### config.mk
export PLATFORM = sky130hd
export DESIGN_NAME = ifq
export DESIGN_NICKNAME = d
export VERILOG_FILES = /design/src/rtl/ifq_pkg.sv /design/src/rtl/ifq_ram.sv /design/src/rtl/ifq.sv
export SDC_FILE = /design/constraint.sdc
export NUM_CORES = 1
export LEC_CHECK = 0
export CELL_PAD_IN_SITES_DETAIL_PLACEMENT = 2
export CELL_PAD_IN_SITES_GLOBAL_PLACEMENT = 2
export CORE_MARGIN = 1.5
export CORE_UTILIZATION = 50
export CTS_BUF_LIST = sky130_fd_sc_hd__clkbuf_4
export DETAILED_ROUTE_END_ITERATION = 6
export DONT_BUFFER_PORTS = 1
export MAX_ROUTING_LAYER = met4
export PLACE_DENSITY = 0.92
export SLEW_MARGIN = 0
export SYNTH_ARGS = -nofsm -noshare
export SYNTH_HDL_FRONTEND = slang
export SYNTH_SLANG_ARGS = --single-unit
### constraint.sdc
create_clock -name clk -period 5.55 [get_ports clk]
set_clock_uncertainty 0.15 [all_clocks]
set_input_delay 0.555 -clock clk [delete_from_list [all_inputs] [get_ports clk]]
set_output_delay 0.555 -clock clk [all_outputs]
set_load 0.05 [all_outputs]
### src/rtl/ifq_pkg.sv
// ifq_pkg: shared types and constants for the instruction fetch queue.
//   IFQ_GRP_W   : width of one fetch group (two 32-bit instructions)
//   IFQ_PC_W    : stored PC bits (pc[63:3], group aligned)
//   IFQ_ENTRY_W : width of one stored entry {pc, data, pf, hvalid}
//   HV_*        : half-valid encodings (bit0 = low half, bit1 = high half)
package ifq_pkg;
   localparam int IFQ_GRP_W   = 64;
   localparam int IFQ_PC_W    = 61;
   localparam int IFQ_ENTRY_W = 128;

   localparam logic [1:0] HV_NONE = 2'b00;
   localparam logic [1:0] HV_HIGH = 2'b10;
   localparam logic [1:0] HV_BOTH = 2'b11;

   typedef struct packed {
      logic [IFQ_PC_W-1:0]  pc;
      logic [IFQ_GRP_W-1:0] data;
      logic                 pf;
      logic [1:0]           hvalid;
   } ifq_entry_t;

   // Consuming a half always takes the lowest remaining one.
   function automatic logic [1:0] hv_clear_low(input logic [1:0] hv);
      return hv & (hv - 2'd1);
   endfunction
endpackage

### src/rtl/ifq_ram.sv
// ifq_ram: DEPTH x IFQ_ENTRY_W register array, one write port, one
// asynchronous read port.
//   clk     : clock
//   we_i    : write enable
//   waddr_i : write address
//   wdata_i : write data
//   raddr_i : read address
//   rdata_o : read data (combinational)
module ifq_ram
   import ifq_pkg::*;
#(
   parameter int DEPTH = 4,
   parameter int PTR_W = 2
) (
   input  logic                   clk,
   input  logic                   we_i,
   input  logic [PTR_W-1:0]       waddr_i,
   input  logic [IFQ_ENTRY_W-1:0] wdata_i,
   input  logic [PTR_W-1:0]       raddr_i,
   output logic [IFQ_ENTRY_W-1:0] rdata_o
);
   logic [IFQ_ENTRY_W-1:0] mem_q [DEPTH];

   always_ff @(posedge clk) begin
      if (we_i) mem_q[waddr_i] <= wdata_i;
   end

   assign rdata_o = mem_q[raddr_i];
endmodule

### src/rtl/ifq.sv
// ifq: instruction fetch queue. Buffers 64-bit fetch groups and presents one
// 32-bit instruction per cycle with its PC and page-fault flag to decode.
// Optional feature macro: IFQ_BYPASS_EN (same-cycle bypass into an empty queue).
//   clk, rst        : clock, synchronous active-high reset
//   flush           : redirect, drops everything queued
//   in_valid/ready  : fetch group handshake; in_pc, in_data, in_page_fault
//   out_valid/ready : instruction handshake; out_instr, out_pc, out_page_fault
module ifq
   import ifq_pkg::*;
#(
   parameter int DEPTH = 4,
   parameter int PTR_W = 2
) (
   input  logic        clk,
   input  logic        rst,
   input  logic        flush,
   input  logic        in_valid,
   output logic        in_ready,
   input  logic [63:0] in_pc,
   input  logic [63:0] in_data,
   input  logic        in_page_fault,
   output logic        out_valid,
   input  logic        out_ready,
   output logic [31:0] out_instr,
   output logic [63:0] out_pc,
   output logic        out_page_fault
);
   localparam logic [PTR_W:0] FULL = (PTR_W+1)'(DEPTH);

   logic [PTR_W-1:0] wptr_q, wptr_d, rptr_q, rptr_d;
   logic [PTR_W:0]   count_q, count_d;
   logic [1:0]       hv_q [DEPTH];

   ifq_entry_t rd_entry, wr_entry;
   logic [1:0] head_hv, push_hv_raw, push_hv, src_hv;
   logic       store_valid, push, push_alloc, pop, retire;
   logic       byp, sel_high, src_pf;
   logic [IFQ_PC_W-1:0]  src_pc;
   logic [IFQ_GRP_W-1:0] src_data;
   logic [31:0]          half;
   logic                 unused_pc_lsbs;

   assign unused_pc_lsbs = ^in_pc[1:0];

   assign store_valid = (count_q != '0);
   assign in_ready    = !rst && (count_q != FULL);
   assign push        = in_valid && in_ready && !flush;
   assign push_hv_raw = in_pc[2] ? HV_HIGH : HV_BOTH;

`ifdef IFQ_BYPASS_EN
   // Empty queue: present the incoming group directly; a same-cycle consume
   // is folded into the hvalid written for the new entry.
   assign byp     = push && !store_valid;
   assign push_hv = (byp && out_ready) ? hv_clear_low(push_hv_raw) : push_hv_raw;
`else
   assign byp     = 1'b0;
   assign push_hv = push_hv_raw;
`endif

   assign push_alloc = push && (push_hv != HV_NONE);

   assign wr_entry = '{pc: in_pc[63:3], data: in_data, pf: in_page_fault, hvalid: push_hv};

   ifq_ram #(.DEPTH(DEPTH), .PTR_W(PTR_W)) u_ram (
      .clk     (clk),
      .we_i    (push_alloc),
      .waddr_i (wptr_q),
      .wdata_i (wr_entry),
      .raddr_i (rptr_q),
      .rdata_o (rd_entry)
   );

   // hv_q is authoritative (it is cleared by flush); the stored copy only
   // masks it so both must agree that a half is still pending.
   assign head_hv = hv_q[rptr_q] & rd_entry.hvalid;

   assign pop    = store_valid && out_ready;
   assign retire = pop && (hv_clear_low(head_hv) == HV_NONE);

   genvar gi;
   generate
      for (gi = 0; gi < DEPTH; gi++) begin : g_hv
         always_ff @(posedge clk) begin
            if (rst || flush)
               hv_q[gi] <= HV_NONE;
            else if (push_alloc && (wptr_q == PTR_W'(gi)))
               hv_q[gi] <= push_hv;
            else if (pop && (rptr_q == PTR_W'(gi)))
               hv_q[gi] <= hv_clear_low(hv_q[gi]);
         end
      end
   endgenerate

   always_comb begin
      wptr_d  = push_alloc ? wptr_q + 1'b1 : wptr_q;
      rptr_d  = retire ? rptr_q + 1'b1 : rptr_q;
      count_d = count_q + (PTR_W+1)'(push_alloc) - (PTR_W+1)'(retire);
   end

   always_ff @(posedge clk) begin
      if (rst || flush) begin
         wptr_q  <= '0;
         rptr_q  <= '0;
         count_q <= '0;
      end else begin
         wptr_q  <= wptr_d;
         rptr_q  <= rptr_d;
         count_q <= count_d;
      end
   end

   // Output source: storage head when occupied, otherwise the incoming group.
   assign src_pc   = store_valid ? rd_entry.pc   : in_pc[63:3];
   assign src_data = store_valid ? rd_entry.data : in_data;
   assign src_pf   = store_valid ? rd_entry.pf   : in_page_fault;
   assign src_hv   = store_valid ? head_hv       : push_hv_raw;
   assign sel_high = !src_hv[0];
   assign half     = sel_high ? src_data[63:32] : src_data[31:0];

   assign out_valid      = store_valid || byp;
   assign out_instr      = (out_valid && !src_pf) ? half : 32'h0;
   assign out_page_fault = out_valid && src_pf;
   assign out_pc         = out_valid ? {src_pc, sel_high, 2'b00} : 64'h0;
endmodule

==> reports/qor.yml, run 1 <==
power:
  p_leak_nw: 7.67
  power.density_nw_per_um2: 348
  irDropWorstVdd_mv: 0.248
yosys:
  syn-instance-count: 956
  synth-seq-area-share: 0.767
  synth_cell_types: 35
  syn_avg_cell_area_sq_um: 21.4
  syn_area_sq_um: 20400
  ys_ff_latch: 525
  yosys_warnings: 0
floorplan:
  die_height_microns: 205
  die_w_microns: 205
  core_area_sq_um: 40000
  rows: 73
  fp.dieArea_sq_um: 42100
  start_util: 0.511
  io_pins: 233
clocking:
  cts.sinks: 525
  clockBufferDepth: 3
  htree_levels: 4
  clk_latency_ps: 880
  cts_tree: "done"
  postCtsSetupBuffers: 0
  postCtsResizedCells: 0
  root_buffer: "clkbuf_4"
  cts_made_buffers: 137
  clk_pin_slew_worst_paths_ps: 80
  hold_buffers: 131
critical_path:
  critPathLaunchType: "register"
  worstPathMaxFanout: 64
  crit_path_end_kind: "primary output"
  worstPathRequired_ps: 4850
  cp_data_arrival_time_ps: 4080
  worstSetupPathType: "register to primary output"
place:
  place_area_sq_um: 20800
  hpwl_microns: 32100
  port_buffers: 0
  dp_slack_ps: 1700
  gp_congestion: 0.749
status:
  outcome: "complete, no violations"
global_route:
  grt_pass1_wl_microns: 90700
  antenna_found_initial: 5
  grt_max_degree: 113
  grt-ovfl-total: 0
  grt_use_total: 0.318
  first_global_vias: 12595
run:
  drv_cap: 0
drt:
  drt_pre_antenna_iters: 5
  drtIter0Drc: 901
  num_vias: 11038
  vias_per_cell: 6.11
  drt_wl_total_microns: 63200
  antenna_left: 0
  detail_route.wl_per_cell_microns: 35.0
  drcViolationCount: 0
layout:
  final_cell_mix: "edfxtp_1, clkbuf_4, dlygate4sd3_1, mux4_2, nand4_1"
  final_cell_area_sq_um: 23800
  syn2layout_area_growth_pct: 16.3
  drive_gt1_frac: 0.271
  fin_nets: 1328
  layout_commonest_cell: "edfxtp_1"
sta:
  rsz0062_at_grt: "no"
  maxSlewViolCount: 0
  hold_violations: 0
  fin_tns_setup_ps: 0
  finalSetupViolCount: 0
  setup_ws_ps: 768
  post-route-period-util: 0.862
  fin_crit_ps: 4780
  tightest_slew_ps: 1180
  slew_headroom: 0.213
  fmax_mhz: 209
hold_path:
  hold_class: "input pin to register"
flip-flops by register name, summed over array words and instances, names as in the netlist, named ones only:
| name | cells |
|---|---|
| count_q | 3 |
| u_ram.mem_q | 508 |
| rptr_q | 2 |
| hv_q | 8 |
| wptr_q | 2 |
critical path: stages, from the launching register on:
cell and delay, ps:
dfxtp_4 370, buf_4 750, nand4b_1 350, nand4_2 510, buf_4 450, nand4_1 260, nand2_1 500
final cells by class:
type                    instances  area, sq um
clock buffers                 185         1390
well taps                     525          657
flip-flops and latches        525        15700
multi-input cells             357         4290
fillers                      3256        16200
diodes                          9         22.5
inverters                      15         78.8
clock inverters                43          194
repair buffers                147         1440
worst paths after layout:
kind | startpoint | end | slack (ps) | depth (start not counted)
worst max register to register | register | count_q[2]$_SDFF_PP0_ | 1500 | 11
worst max-delay path | register | out_instr[7] | 770 | 6
worst min-delay path | out_ready | register | 180 | 3
worst min register to register | rptr_q[0]$_SDFFE_PP0P_ | register | 410 | 2
synth_stat cells:
library cell / n / area share
edfxtp_1: 516 / 0.76
mux4_2: 121 / 0.13
nand4_1: 65 / 0.020
and2_1: 64 / 0.020
nand2_1: 45 / 0.0083
buf_2: 23 / 0.0056
buf_6: 14 / 0.0077
inv_1: 14 / 0.0026
clkbuf_1: 11 / 0.0020
nor2_1: 11 / 0.0020
ha_1: 10 / 0.0061
dfxtp_1: 9 / 0.0088
buf_4: 7 / 0.0026
mux2i_1: 6 / 0.0029
a21oi_1: 5 / 0.0012
mux4_1: 5 / 0.0064
nand3_1: 4 / 0.00098
o21ai_0: 4 / 0.00098
buf_1: 3 / 0.00055
xnor2_1: 3 / 0.0013
nand4b_1: 2 / 0.00086
a21boi_4: 1 / 0.00092
and4_1: 1 / 0.00043
buf_12: 1 / 0.00098
buf_8: 1 / 0.00073
conb_1: 1 / 0.00018
fa_1: 1 / 0.00098
inv_2: 1 / 0.00018
mux2_2: 1 / 0.00055
nand4_2: 1 / 0.00061
nand4bb_1: 1 / 0.00055
nor3_2: 1 / 0.00049
o311a_1: 1 / 0.00049
o31ai_1: 1 / 0.00037
or2_2: 1 / 0.00031
routing by layer:
metal	up-vias	global-route usage	wire length (microns)
met5	-	-	0
met4	0	0.106	1670
met3	122	0.0713	3580
met2	497	0.558	34900
met1	5975	0.362	23000
li1	4444	-	-
metrics by stage:
step	hold WS [ps]	instances	util	power, W
6_report	178	1806	0.594	0.00828
5_1_grt	123	1803	0.594	0.00854
4_1_cts	137	1797	0.593	0.00817
3_5_place_dp	421	1438	0.521	0.00486
3_3_place_gp	347	1438	0.521	0.00484
2_1_floorplan	333	957	-	0.00479
report_power, final:
group / switching, W / internal [W]
registers: 0.0000251 / 0.00440
clock network: 0.00177 / 0.00159
logic: 0.000349 / 0.000142
total: 0.00215 / 0.00613
cells by family (layout without fill, tap and decap cells):
logic type                 after synthesis  after routing  synth area share
AOI/OAI and AO/OA                       12             12           0.00398
muxes                                  133            133             0.143
adders and majority gates               11             11           0.00710
buffers and inverters                   75            390            0.0230
xor gates and xnor gates                 3              3           0.00129
and+or+nand+nor                        196            196            0.0540
DFF                                    525            525             0.767
other                                    1             11          0.000184
Power figures use the tool's default switching activity.
==> inputs of run 2 (changes only) <==
CORE_ASPECT_RATIO = 1.4   (was not set)
==> run 2 against run 1 <==
Sequential power about the same. Hold slack got worse by 48 ps. Global-route usage decreased by 0.53 points. Largest power group unchanged. Critical path type unchanged. Die area about the same. Core utilization decreased by 0.12 points. Register-to-register slack improved by 320 ps. Via count decreased by 1.0%. Largest cell class unchanged.
==> reports/qor.yml, run 2 (synthesis gave the netlist of run 1 again) <==
sta:
  rsz0062_at_grt: "no"
  fin_tns_setup_ps: 0  # unchanged
  maxSlewViolCount: 0  # unchanged
  finalSetupViolCount: 0  # unchanged
  slew_headroom: 0.283  # +0.0699
  fmax_mhz: 222  # +6.1%
  fin_crit_ps: 4510  # -273 ps
  post-route-period-util: 0.813  # -0.0492
  hold_violations: 0  # unchanged
  tightest_slew_ps: 1080  # -105 ps
power:
  p_leak_nw: 7.70  # +0.30%
  switching_power_w: 0.00218  # +1.5%
  power.density_nw_per_um2: 354  # +1.5%
  clockPowerShare: 0.418  # +0.012
  p_comb_frac: 0.057  # -0.002
  power_frac_seq: 0.524  # -0.011
  internal-power_w: 0.00627  # +2.2%
  irDropWorstVdd_mv: 0.287  # +16%
  p_sw_frac: 0.258  # -0.00135
floorplan:
  rows: 87  # +19%
  start_util: 0.507  # -0.00343
  die_height_microns: 242  # +18%
  io_pins: 233  # unchanged
  fp.dieArea_sq_um: 42100  # about the same
  die_w_microns: 174  # -15%
  core_area_sq_um: 40300  # +0.68%
global_route:
  grt_use_total: 0.313  # -0.00530
  grt-ovfl-total: 0  # unchanged
  grt_pass1_wl_microns: 89500  # -1.3%
  grt_max_degree: 93  # -18%
  first_global_vias: 12572  # -0.18%
  antenna_found_initial: 11  # +6
drt:
  drt_pre_antenna_iters: 7  # +2
  antenna_left: 0  # unchanged
  detail_route.wl_per_cell_microns: 34.8  # -0.39%
  vias_per_cell: 6.02  # -1.6%
  num_vias: 10926  # -1.0%
  drt_wl_total_microns: 63300  # +0.16%
  drtIter0Drc: 792  # -12%
  drcViolationCount: 0  # unchanged
layout:
  reg_top3: "u_ram.mem_q (508), hv_q (8), count_q (3)"
  multi_input_area_sq_um: 4290  # unchanged
  final_cell_area_sq_um: 23900  # +0.47%
  layout_commonest_cell: "edfxtp_1"
  seqCellArea_sq_um: 15700  # unchanged
  largest_register_ffs: 508  # unchanged
  drive_gt1_frac: 0.268  # -0.00372
  fin_nets: 1323  # -0.38%
  largest_register: "u_ram.mem_q"
  final_cell_mix: "edfxtp_1, clkbuf_4, dlygate4sd3_1, mux4_2, nand4_1"
  syn2layout_area_growth_pct: 16.8
  fillCellCount: 3314  # +1.8%
status:
  outcome: "complete, no violations"
clocking:
  root_buffer: "clkbuf_4"
  cts_made_buffers: 134  # -2.2%
  clk_latency_ps: 880  # about the same
  cts_tree: "done"
  clockBufferDepth: 3  # unchanged
  clk_pin_slew_worst_paths_ps: 70  # about the same
  cts.sinks: 525  # unchanged
  postCtsSetupBuffers: 0  # unchanged
  htree_levels: 4  # unchanged
place:
  hpwl_microns: 32300  # +0.38%
  place_area_sq_um: 20900  # +0.10%
  gp_congestion: 0.779  # +4.0%
  port_buffers: 0  # unchanged
run:
  drv_cap: 0  # unchanged
critical_path:
  critPathLaunchType: "register"
  worstPathRequired_ps: 4850  # about the same
  crit_path_end_kind: "primary output"
  worstPathMaxFanout: 71  # +11%
  cp_data_arrival_time_ps: 3800  # -280 ps
  worstSetupPathType: "register to primary output"
hold_path:
  hold_class: "input pin to register"
## run 2: cell count changes in the layout (fill, tap and decap cells not counted)
cell / previous run / this run
buf_12: 1 / 3
buf_4: 15 / 11
bufinv_16: 1 / 5
clkbuf_4: 185 / 177
clkinv_1: 32 / 36
clkinv_2: 2 / 7
diode_2: 9 / 11
inv_2: 7 / 3
## run 2: metrics by stage
stage               setup WS (ps)  power, W  utilization  hold WS (ps)  std cells
floorplan                    1220   0.00479            -           333        957
global placement             2000   0.00484        0.518           357       1445
detailed placement           1760   0.00486        0.518           382       1445
CTS                          1020   0.00836        0.592          91.5       1805
global route                  902   0.00870        0.593           127       1816
finish                       1040   0.00845        0.593           130       1816
## run 2: cell type report
cell class	instances	share of cell area
Antenna cell	11	0.00115
Clock buffer	177	0.0557
Clock inverter	52	0.0142
Inverter	15	0.00330
Multi-Input combinational cell	357	0.180
Sequential cell	525	0.657
Tap cell	534	0.0280
Timing Repair Buffer	145	0.0609
## run 2: metal layers
metal  GRT usage  share of wire  up-vias
met1       0.325           0.34     5823
met3      0.0554          0.044      149
met2       0.561           0.57      480
met4       0.169          0.043        0
met5           -              0        -
li1            -              -     4474
## run 2: final timing paths
path	startpoint	to	slack (ps)	cells after the start
hold / removal	out_ready	register	130	3
setup / recovery	count_q[1]$_SDFF_PP0_	out_instr[11]	1040	5
hold reg to reg	rptr_q[1]$_SDFFE_PP0P_	register	410	2
setup reg to reg	register	count_q[2]$_SDFF_PP0_	1820	10
## run 2: worst max-delay path, stage by stage (launching register included)
cell and delay, ps:
dfxtp_1 490, nor3_2 130, inv_4 610, buf_4 700
nand4_1 340, nand2_1 520
## run 2: power by group through the flow
stage	clock, W	sequential, W	combinational [W]
after CTS	0.00346	0.00443	0.000478
after global placement	0	0.00450	0.000336
final	0.00353	0.00443	0.000484
after detailed placement	0	0.00451	0.000347
after floorplan	0	0.00451	0.000286
after global routing	0.00376	0.00443	0.000503
## run 2: what timing repair did
item                                   CTS  global route
hold buffers                           131             0
endpoints found under the hold margin  522             0
gates resized for setup                  0             0
==> inputs of run 3 (changes only) <==
clock period = 4.7 ns   (was 5.55 ns; I/O delays follow)
==> run 3 against run 2 <==
Hold slack improved by 4.9 ps. Non-clock buffer count increased by 5. Core utilization increased by 0.053 points. Flip-flop and latch count unchanged. First-iteration DRC count increased by 19%. Global-route usage increased by 1.3 points. Clock-buffer cell count increased by 15. Sequential power increased by 18%. Register-to-register slack got worse by 1000 ps. Routed wire length increased by 2.9%. Via count increased by 1.2%. Critical endpoint is now out_instr[8]. Highest routed layer unchanged.
==> reports/qor.yml, run 3 (synthesis gave the netlist of run 1 again) <==
layout:
  reg_top3: "u_ram.mem_q (508), hv_q (8), count_q (3)"
  fin_nets: 1326  # +0.23%
  fillCellCount: 3261  # -1.6%
  final_cell_area_sq_um: 23900  # about the same
  largest_register_ffs: 508  # unchanged
  utilization: 0.593  # about the same
  instances_no_fill: 1814  # -0.11%
  largest_register: "u_ram.mem_q"
  syn2layout_area_growth_pct: 16.9  # about the same
  drive_gt1_frac: 0.281  # +0.0138
  layout_commonest_cell: "edfxtp_1"
  final_cell_mix: "edfxtp_1, clkbuf_4, dlygate4sd3_1, mux4_2, nand4_1"
floorplan:
  start_util: 0.507  # unchanged
  rows: 87  # unchanged
  die_w_microns: 174  # unchanged
  io_pins: 233  # unchanged
  core_area_sq_um: 40300  # unchanged
  die_height_microns: 242  # unchanged
  fp.dieArea_sq_um: 42100  # unchanged
clocking:
  htree_levels: 4  # unchanged
  clk_pin_slew_worst_paths_ps: 130  # +60 ps
  root_buffer: "clkbuf_4"
  clockBufferDepth: 3  # unchanged
  cts_tree: "done"
  cts_made_buffers: 132  # -1.5%
  clk_latency_ps: 870  # about the same
  cts.sinks: 525  # unchanged
critical_path:
  worstPathMaxFanout: 85  # +20%
  reg2reg_to: "count_q[2]$_SDFF_PP0_"
  critical_path.top_delay_family: "buffers and inverters"
  worst-r2r-cell-count: 10  # unchanged
  slowest_delay_ps: 860  # +160 ps
  critPathLaunchType: "register"
  rrSetupSlack_ps: 790  # -1030 ps
  cp_cell_sequence: "nor3_2 > inv_4 > buf_4 > nand4_1 > nand2_1"
  critical_path.startpoint: "count_q[1]$_SDFF_PP0_"
  crit_path_end: "out_instr[8]"
  slowest_stage: "buf_4"
  worstPathRequired_ps: 4080  # -770 ps
  crit_buf_inv: 2  # unchanged
  crit_path_end_kind: "primary output"
  worstSetupPathType: "register to primary output"
  crit_cells: 5  # unchanged
  cp_data_arrival_time_ps: 3760  # -40 ps
drt:
  vias_per_cell: 6.10  # +1.3%
  num_vias: 11061  # +1.2%
  drt_wl_total_microns: 65100  # +2.9%
  drcViolationCount: 0  # unchanged
  drt_pre_antenna_iters: 6  # -1
  antenna_left: 0  # unchanged
  drtIter0Drc: 939  # +19%
  detail_route.wl_per_cell_microns: 35.9  # +3.0%
global_route:
  grt_pass1_wl_microns: 93000  # +3.8%
  antenna_found_initial: 5  # -6
  grt_use_total: 0.326  # +0.0133
  grt-busiest-layer: "met2"
  use_met1: 0.338  # +0.0135
  met3_usage: 0.0596  # +0.00424
  grt_max_degree: 86  # -7.5%
  use_met2: 0.591  # +0.0296
  first_global_vias: 12748  # +1.4%
  grt-ovfl-total: 0  # unchanged
sta:
  post-route-period-util: 0.932
  setup_ws_ps: 321  # -720 ps
  hold_violations: 0  # unchanged
  fin_crit_ps: 4380
  slew_headroom: 0.284  # +0.000852
  finalSetupViolCount: 0  # unchanged
  maxSlewViolCount: 0  # unchanged
  fin_tns_setup_ps: 0  # unchanged
  fmax_mhz: 228
  rsz0062_at_grt: "no"
  tightest_slew_ps: 1070  # -1.28 ps
place:
  hpwl_microns: 32800  # +1.5%
  dp_slack_ps: 1070  # -687 ps
  place_area_sq_um: 20900  # +0.26%
  port_buffers: 0  # unchanged
  post-place-cells: 1449  # +0.28%
  gp_congestion: 0.771  # -1.1%
run:
  drv_cap: 0  # unchanged
hold_path:
  hold_class: "input pin to register"
power:
  irDropWorstVdd_mv: 0.281  # -2.1%
  power.density_nw_per_um2: 415  # +17%
  p_leak_nw: 7.75  # +0.65%
status:
  outcome: "complete, no violations"
-- run 3: cell count changes in the layout (fill, tap and decap cells not counted), sizes merged --
cell         delta
inv             +6
buf             +4
bufinv          -3
clkinv         -18
diode           -7
clkbuf         +15
dlygate4sd3     +1
-- run 3: worst min path at each step --
stage          depth (start not counted)                      endpoint  slack [ps]              startpoint
3_5_place_dp                           2                      register         390  rptr_q[1]$_SDFFE_PP0P_
2_1_floorplan                          2                      register         330  rptr_q[1]$_SDFFE_PP0P_
3_3_place_gp                           2                      register         350  rptr_q[0]$_SDFFE_PP0P_
4_1_cts                                3      hv_q[2][0]$_SDFFCE_PP0P_          20                in_valid
5_1_grt                                1  u_ram.mem_q[3][41]$_DFFE_PP_         120             in_data[39]
6_report                               1  u_ram.mem_q[3][41]$_DFFE_PP_         130             in_data[39]
-- run 3: stage by stage --
stage / power, W / hold WS [ps]
after floorplan: 0.00566 / 333
after global placement: 0.00572 / 349
after detailed placement: 0.00574 / 393
after CTS: 0.00985 / 20.0
after global routing: 0.0102 / 121
final: 0.00990 / 135
-- run 3: repair_timing --
action                                 in CTS  in global routing
buffers inserted                            0                  0
hold buffers                              132                  0
gates resized for setup                     0                  0
endpoints found under the hold margin     528                  0
-- run 3: cell type report --
class	instances	area, sq um	area share
multi-input cells	357	4290	0.180
well taps	534	668	0.0280
flip-flops and latches	525	15700	0.656
inverters	15	78.8	0.00330
clock inverters	37	200	0.00838
diodes	4	10.0	0.000419
repair buffers	150	1520	0.0636
clock buffers	192	1440	0.0603
-- run 3: power by group --
part / internal [W] / switching (W) / leakage, nW
Sequential: 0.00520 / 0.0000302 / 4.75
Combinational: 0.000170 / 0.000418 / 2.00
Clock: 0.00199 / 0.00210 / 0.999
-- run 3: metal layers --
metal	part of all wire	vias up
met3	0.043	169
met4	0.045	0
met1	0.34	5927
met2	0.57	498
met5	0	-
li1	-	4467
-- run 3: worst reg2reg max path, delay by kind of cell (launching register included) --
family,cells,cell delay [ps]
and+or+nand+nor,3,1090
AOI/OAI and AO/OA,1,550
adders and majority gates,3,820
xor gates and xnor gates,2,410
buffers and inverters,1,50
DFF,1,700
